[src/rtl/d_to_t_counter_pkg.sv]
// rtl/d_to_t_counter_pkg.sv - shared types for the D-to-T up/down counter
// Purpose: direction encoding and default width used by the counter and its users.
// Ports: none (package).
package d_to_t_counter_pkg;

  localparam int DTC_DEFAULT_WIDTH = 4;

  typedef enum logic {
    DIR_DOWN = 1'b0,
    DIR_UP   = 1'b1
  } dir_e;

endpackage

[src/rtl/d_to_t_counter_if.sv]
// rtl/d_to_t_counter_if.sv - control/observation bundle of the D-to-T counter
// Purpose: groups count controls (en, up, load, d) and counter outputs (q, t, tc, wrap).
// Ports: master drives en/up/load/d and observes q/t/tc/wrap; slave is the counter side.
interface d_to_t_counter_if #(
  parameter int WIDTH = d_to_t_counter_pkg::DTC_DEFAULT_WIDTH
);
  logic             en;
  logic             up;
  logic             load;
  logic [WIDTH-1:0] d;
  logic [WIDTH-1:0] q;
  logic [WIDTH-1:0] t;
  logic             tc;
  logic             wrap;

  modport master (
    output en, up, load, d,
    input  q, t, tc, wrap
  );

  modport slave (
    input  en, up, load, d,
    output q, t, tc, wrap
  );
endinterface

[src/rtl/d_to_t_counter_t_ff_from_d.sv]
// rtl/d_to_t_counter_t_ff_from_d.sv - one toggle flip-flop built from a D flip-flop
// Purpose: q toggles on rising clk when t=1, holds when t=0.
// Ports: clk (rising edge), rst (async active-high, clears q), t (toggle request), q (state).
module t_ff_from_d (
  input  logic clk,
  input  logic rst,
  input  logic t,
  output logic q
);

  // XOR feedback turns the plain D input into a toggle input.
  logic d_next;
  assign d_next = q ^ t;

  always_ff @(posedge clk or posedge rst) begin
    if (rst) begin
      q <= 1'b0;
    end else begin
      q <= d_next;
    end
  end

endmodule

[src/rtl/d_to_t_counter.sv]
// rtl/d_to_t_counter.sv - up/down binary counter made of toggle flip-flops
// Purpose: modulo-2^WIDTH counter with parallel load; every state change is a toggle vector.
// Ports: clk (rising edge), rst (async active-high), bus.slave:
//   en/up/load/d in; q counter value, t next toggle vector, tc terminal count, wrap wrap pulse out.
module d_to_t_counter
  import d_to_t_counter_pkg::*;
#(
  parameter int WIDTH = DTC_DEFAULT_WIDTH
) (
  input  logic                clk,
  input  logic                rst,
  d_to_t_counter_if.slave     bus
);

  logic [WIDTH-1:0] q_int;
  logic [WIDTH-1:0] t_vec;
  logic [WIDTH-1:0] ones_below;   // ones_below[i] = all lower bits are 1
  logic [WIDTH-1:0] zeros_below;  // zeros_below[i] = all lower bits are 0
  logic             at_max;
  logic             at_min;
  logic             tc_int;
  logic             wrap_q;

  assign ones_below[0]  = 1'b1;
  assign zeros_below[0] = 1'b1;

  for (genvar i = 1; i < WIDTH; i++) begin : g_prefix
    assign ones_below[i]  = &q_int[i-1:0];
    assign zeros_below[i] = ~|q_int[i-1:0];
  end

  assign at_max = &q_int;
  assign at_min = ~|q_int;

  // Priority load > count > hold. A load is expressed as the toggles that turn q into d.
  always_comb begin
    t_vec = '0;
    if (bus.load) begin
      t_vec = q_int ^ bus.d;
    end else if (bus.en) begin
      if (dir_e'(bus.up) == DIR_UP) begin
        t_vec = ones_below;
      end else begin
        t_vec = zeros_below;
      end
    end
  end

  assign tc_int = bus.en & ~bus.load & ((dir_e'(bus.up) == DIR_UP) ? at_max : at_min);

  for (genvar i = 0; i < WIDTH; i++) begin : g_bit
    t_ff_from_d u_bit (
      .clk (clk),
      .rst (rst),
      .t   (t_vec[i]),
      .q   (q_int[i])
    );
  end

  // tc already excludes load, so a load can never raise wrap.
  always_ff @(posedge clk or posedge rst) begin
    if (rst) begin
      wrap_q <= 1'b0;
    end else begin
      wrap_q <= tc_int;
    end
  end

  assign bus.q    = q_int;
  assign bus.t    = t_vec;
  assign bus.tc   = tc_int;
  assign bus.wrap = wrap_q;

endmodule

[src/flat_wrapper.sv]
// flat-port wrapper written by rule: the top's interface ports become plain ports
module d_to_t_counter_flat import d_to_t_counter_pkg::*;
#(
  parameter int WIDTH = DTC_DEFAULT_WIDTH
)
  (clk, rst, bus_en, bus_up, bus_load, bus_d, bus_q, bus_t, bus_tc, bus_wrap);
  d_to_t_counter_if #(.WIDTH(WIDTH)) bus_i ();
  input  logic clk;
  input  logic rst;
  input wire logic [$bits(bus_i.en)-1:0] bus_en;
  input wire logic [$bits(bus_i.up)-1:0] bus_up;
  input wire logic [$bits(bus_i.load)-1:0] bus_load;
  input wire logic [$bits(bus_i.d)-1:0] bus_d;
  output wire logic [$bits(bus_i.q)-1:0] bus_q;
  output wire logic [$bits(bus_i.t)-1:0] bus_t;
  output wire logic [$bits(bus_i.tc)-1:0] bus_tc;
  output wire logic [$bits(bus_i.wrap)-1:0] bus_wrap;
  assign bus_i.en = bus_en;
  assign bus_i.up = bus_up;
  assign bus_i.load = bus_load;
  assign bus_i.d = bus_d;
  assign bus_q = bus_i.q;
  assign bus_t = bus_i.t;
  assign bus_tc = bus_i.tc;
  assign bus_wrap = bus_i.wrap;
  d_to_t_counter #(.WIDTH(WIDTH)) u_core (.clk(clk), .rst(rst), .bus(bus_i));
endmodule
[config.mk]
export PLATFORM = sky130hd
export DESIGN_NAME = d_to_t_counter_flat
export DESIGN_NICKNAME = d
export VERILOG_FILES = /design/src/rtl/d_to_t_counter_pkg.sv /design/src/rtl/d_to_t_counter_if.sv /design/src/rtl/d_to_t_counter_t_ff_from_d.sv /design/src/rtl/d_to_t_counter.sv /design/src/flat_wrapper.sv
export SDC_FILE = /design/constraint.sdc
export NUM_CORES = 1
export LEC_CHECK = 0
export CAP_MARGIN = 5
export CORE_AREA = 2 2 39 41
export CTS_BUF_LIST = sky130_fd_sc_hd__clkbuf_4 sky130_fd_sc_hd__clkbuf_8
export DETAILED_ROUTE_END_ITERATION = 8
export DIE_AREA = 0 0 41 43
export GPL_TIMING_DRIVEN = 1
export PLACE_DENSITY = 0.58
export SLEW_MARGIN = 40
export SYNTH_ARGS = -nofsm -noshare
export SYNTH_HDL_FRONTEND = slang
export SYNTH_SLANG_ARGS = --single-unit
[constraint.sdc]
create_clock -name clk -period 2.4 [get_ports clk]
set_input_delay 0.6 -clock clk [delete_from_list [all_inputs] [get_ports clk]]
set_output_delay 0.6 -clock clk [all_outputs]
set_load 0.02 [all_outputs]
==> summary.txt <==
Floorplanning
  • Core Region: 1380 sq um
  • Effective utilization at floorplan: 29.3%
  • Vert. Die Dim: 43 microns
  • Core Rows: 14
  • Number of top-level design ports: 19
  • Die span in x: 41 microns
  • Die outline area: 1760 sq um

STA
  • Setup skew after layout: 0.00274 ns
  • Share of the clock period used by the worst path after layout: 98.0%
  • Slew headroom: 85.7%
  • Hold WS: 0.546 ns
  • Post-Route Setup TNS: 0 ns
  • Final WS setup: 0.0474 ns
  • Hold Fails Final Rpt: 0
  • Final Max Tran Viols: 0
  • Shortest period the worst path allows: 2.35 ns
  • Number of endpoints failing setup at the final stage: 0
  • Actual transition at the worst max-transition pin: 0.214 ns
  • Peak clock frequency supported by timing: 425 MHz

Power and ir drop
  • Cell leakage power: 0.339 nW
  • Overall power after layout: 615 uW
  • Maximum vdd drop: 0.545 mV
  • Power density of the placed cells: 917 nW/um^2

Routing
  • Total DRC errors in the routed layout: 0
  • Via count: 391
  • Final ANT Viol Nets: 0
  • Via-to-Cell Ratio: 4.71
  • Total Routed Length: 915 microns
  • DR WL/cell: 11.0 microns
  • Drt pass-1 iters: 4
  • Violation count after the first detailed-routing iteration: 4

CTS
  • Number of clock buffers inserted by TritonCTS: 3
  • Deepest level of the CTS H-tree: 1
  • TritonCTS clock tree: yes
  • Clock latency reported for the late side of the worst-skew pair: 0.25 ns
  • Maximum count of clock buffers along a single path: 2
  • # clock sinks: 5
  • Buffer type at the clock tree root: sky130_fd_sc_hd__clkbuf_4
  • Clock slew at the register clock pins of the worst setup and hold paths: 0.05 ns

Placement
  • Post-place instance area: 621 sq um
  • Final RePlAce weighted congestion: 0.705
  • Buffers added on ports: 18
  • DP Worst Slack: -0.650 ns

Global route
  • Met1 demand-to-capacity share in global routing: 14.0%
  • Global-route met2 utilization: 21.3%
  • Met3 usage: 1.57%
  • First-pass GRT wire length: 1.51 mm
  • Remaining global-route overflow: 0
  • Number of global-route vias before repair: 396
  • Gr busiest metal: met2
  • Largest net degree at the start of global routing: 8
  • Number of antenna violations at the first check in global routing: 0
  • Total routing resource utilization after global routing: 13.0%

Synthesis
  • Post-synth top area share: 30.9%
  • Yosys warning total: 0
  • Post-synthesis area per instance: 9.65 sq um
  • Mapped cell area: 405 sq um
  • Cell taking the most area after synthesis: sky130_fd_sc_hd__dfrtp_1
  • Post-Synthesis Net Count: 51
  • Instance count of the mapped netlist: 42
  • Seq/Total Area, Yosys: 30.9%
  • Synthesis-stage register bit count: 5
  • Number of library cell types mapped by synthesis: 21
  • Cells taking the most area after synthesis: sky130_fd_sc_hd__dfrtp_1 (31%), sky130_fd_sc_hd__buf_4 (15%), sky130_fd_sc_hd__xor2_1 (13%)

Finish
  • Fraction of final layout cells with drive strength greater than 1: 43.3%
  • Final design area excluding fillers: 671 sq um
  • Antenna cells: 0
  • Area Overhead vs Synth: 65.4%
  • Count of nets after finishing: 77

Worst setup path
  • Critical-path maximum fanout: 3
  • Startpoint class of the critical path: input pin
  • Kind of capture point of the worst setup path: output port
  • CP Class: input pin to output port
  • Arrival time of the worst setup path: 1.75 ns
  • Required time at the worst-slack endpoint: 1.80 ns

Status
  • Status: completed

Flow run
  • Maximum Capacitance Violations: 0

Worst hold path
  • Type of the most critical hold path: input pin to async pin
[state kept, by name, indices dropped and copies added (netlist names)]
name,flops
u_core.bus.wrap,1
u_core.g_bit.u_bit.q,4
[through the flow]
stage,cells,util (%)
2_1_floorplan,42,-
3_3_place_gp,78,44.8
3_5_place_dp,78,44.8
4_1_cts,83,48.5
5_1_grt,83,48.5
6_report,83,48.5
[cell usage after synthesis (all sizes together)]
cell	count
a21boi	1
a21oi	1
inv	1
nand2	2
or3	1
nor3	1
or4	1
dfrtp	5
nor2b	1
mux2i	4
buf	9
nand3	1
xnor2	1
a22o	1
clkbuf	1
o21ai	1
a21o	2
nand4	1
xor2	6
and3	1
[power breakdown]
group / switching, mW / leakage (nW) / internal, mW
sequential: 0.0146 / 0.0605 / 0.111
combinational: 0.186 / 0.260 / 0.191
clock: 0.0380 / 0.0184 / 0.0743
[critical path: stages]
cell	delay (ns)
sky130_fd_sc_hd__clkdlybuf4s50_1	0.45
sky130_fd_sc_hd__nor2b_4	0.17
sky130_fd_sc_hd__buf_4	0.12
sky130_fd_sc_hd__a22o_1	0.14
sky130_fd_sc_hd__clkdlybuf4s15_2	0.26
[path summary, 6_finish.rpt]
| check | endpoint | depth (start not counted) | slack (ns) | start |
|---|---|---|---|---|
| setup reg to reg | u_core.g_bit[3].u_bit.q$_DFF_PP0_ | 5 | 0.83 | u_core.g_bit[2].u_bit.q$_DFF_PP0_ |
| hold / removal | u_core.g_bit[2].u_bit.q$_DFF_PP0_ | 2 | 0.55 | rst |
| min in group clk | u_core.bus.wrap$_DFF_PP0_ | 2 | 0.56 | u_core.g_bit[3].u_bit.q$_DFF_PP0_ |
| max in group asynchronous | u_core.g_bit[3].u_bit.q$_DFF_PP0_ | 2 | 1.69 | rst |
| setup / recovery | bus_t[1] | 5 | 0.05 | bus_en |
| hold reg to reg | u_core.bus.wrap$_DFF_PP0_ | 2 | 0.56 | u_core.g_bit[3].u_bit.q$_DFF_PP0_ |
[final cells by class]
class | instances | area, sq um
Fill cell | 139 | 713
Multi-Input combinational cell | 26 | 228
Tap cell | 16 | 20.0
Inverter | 1 | 3.75
Timing Repair Buffer | 31 | 264
Sequential cell | 5 | 125
Clock buffer | 4 | 30.0
[routing by layer]
metal / share of wire (%) / vias up
li1: - / 185
met1: 36 / 189
met2: 55 / 14
met3: 6.9 / 3
met4: 2.1 / 0
met5: 0 / -
[layout by cell type (no fill, tap or decap), types with 2 or more instances in the layout]
| master | n |
|---|---|
| sky130_fd_sc_hd__buf_4 | 14 |
| sky130_fd_sc_hd__clkdlybuf4s50_1 | 11 |
| sky130_fd_sc_hd__xor2_1 | 6 |
| sky130_fd_sc_hd__dfrtp_1 | 5 |
| sky130_fd_sc_hd__mux2i_1 | 4 |
| sky130_fd_sc_hd__clkbuf_4 | 4 |
| sky130_fd_sc_hd__nand2_1 | 2 |
| sky130_fd_sc_hd__a21o_1 | 2 |
| sky130_fd_sc_hd__buf_2 | 2 |
[kinds of logic (layout without fill, tap and decap cells)]
| group | count (synthesis) | after routing | share of synthesized area (%) |
|---|---|---|---|
| muxes | 4 | 4 | 9.88 |
| and+or+nand+nor | 9 | 9 | 13.6 |
| xor gates and xnor gates | 7 | 7 | 15.1 |
| DFF | 5 | 5 | 30.9 |
| buffers and inverters | 11 | 36 | 19.4 |
| AOI/OAI and AO/OA | 6 | 6 | 11.1 |
[timing repair]
item,CTS,global route
endpoints found under the hold margin,0,0
gates resized for setup,20,8
setup buffers,1,0
hold buffers,0,0
endpoints found under the setup margin,5,5
pin swaps,1,2
Note: power is estimated with default switching activity, not from simulation.
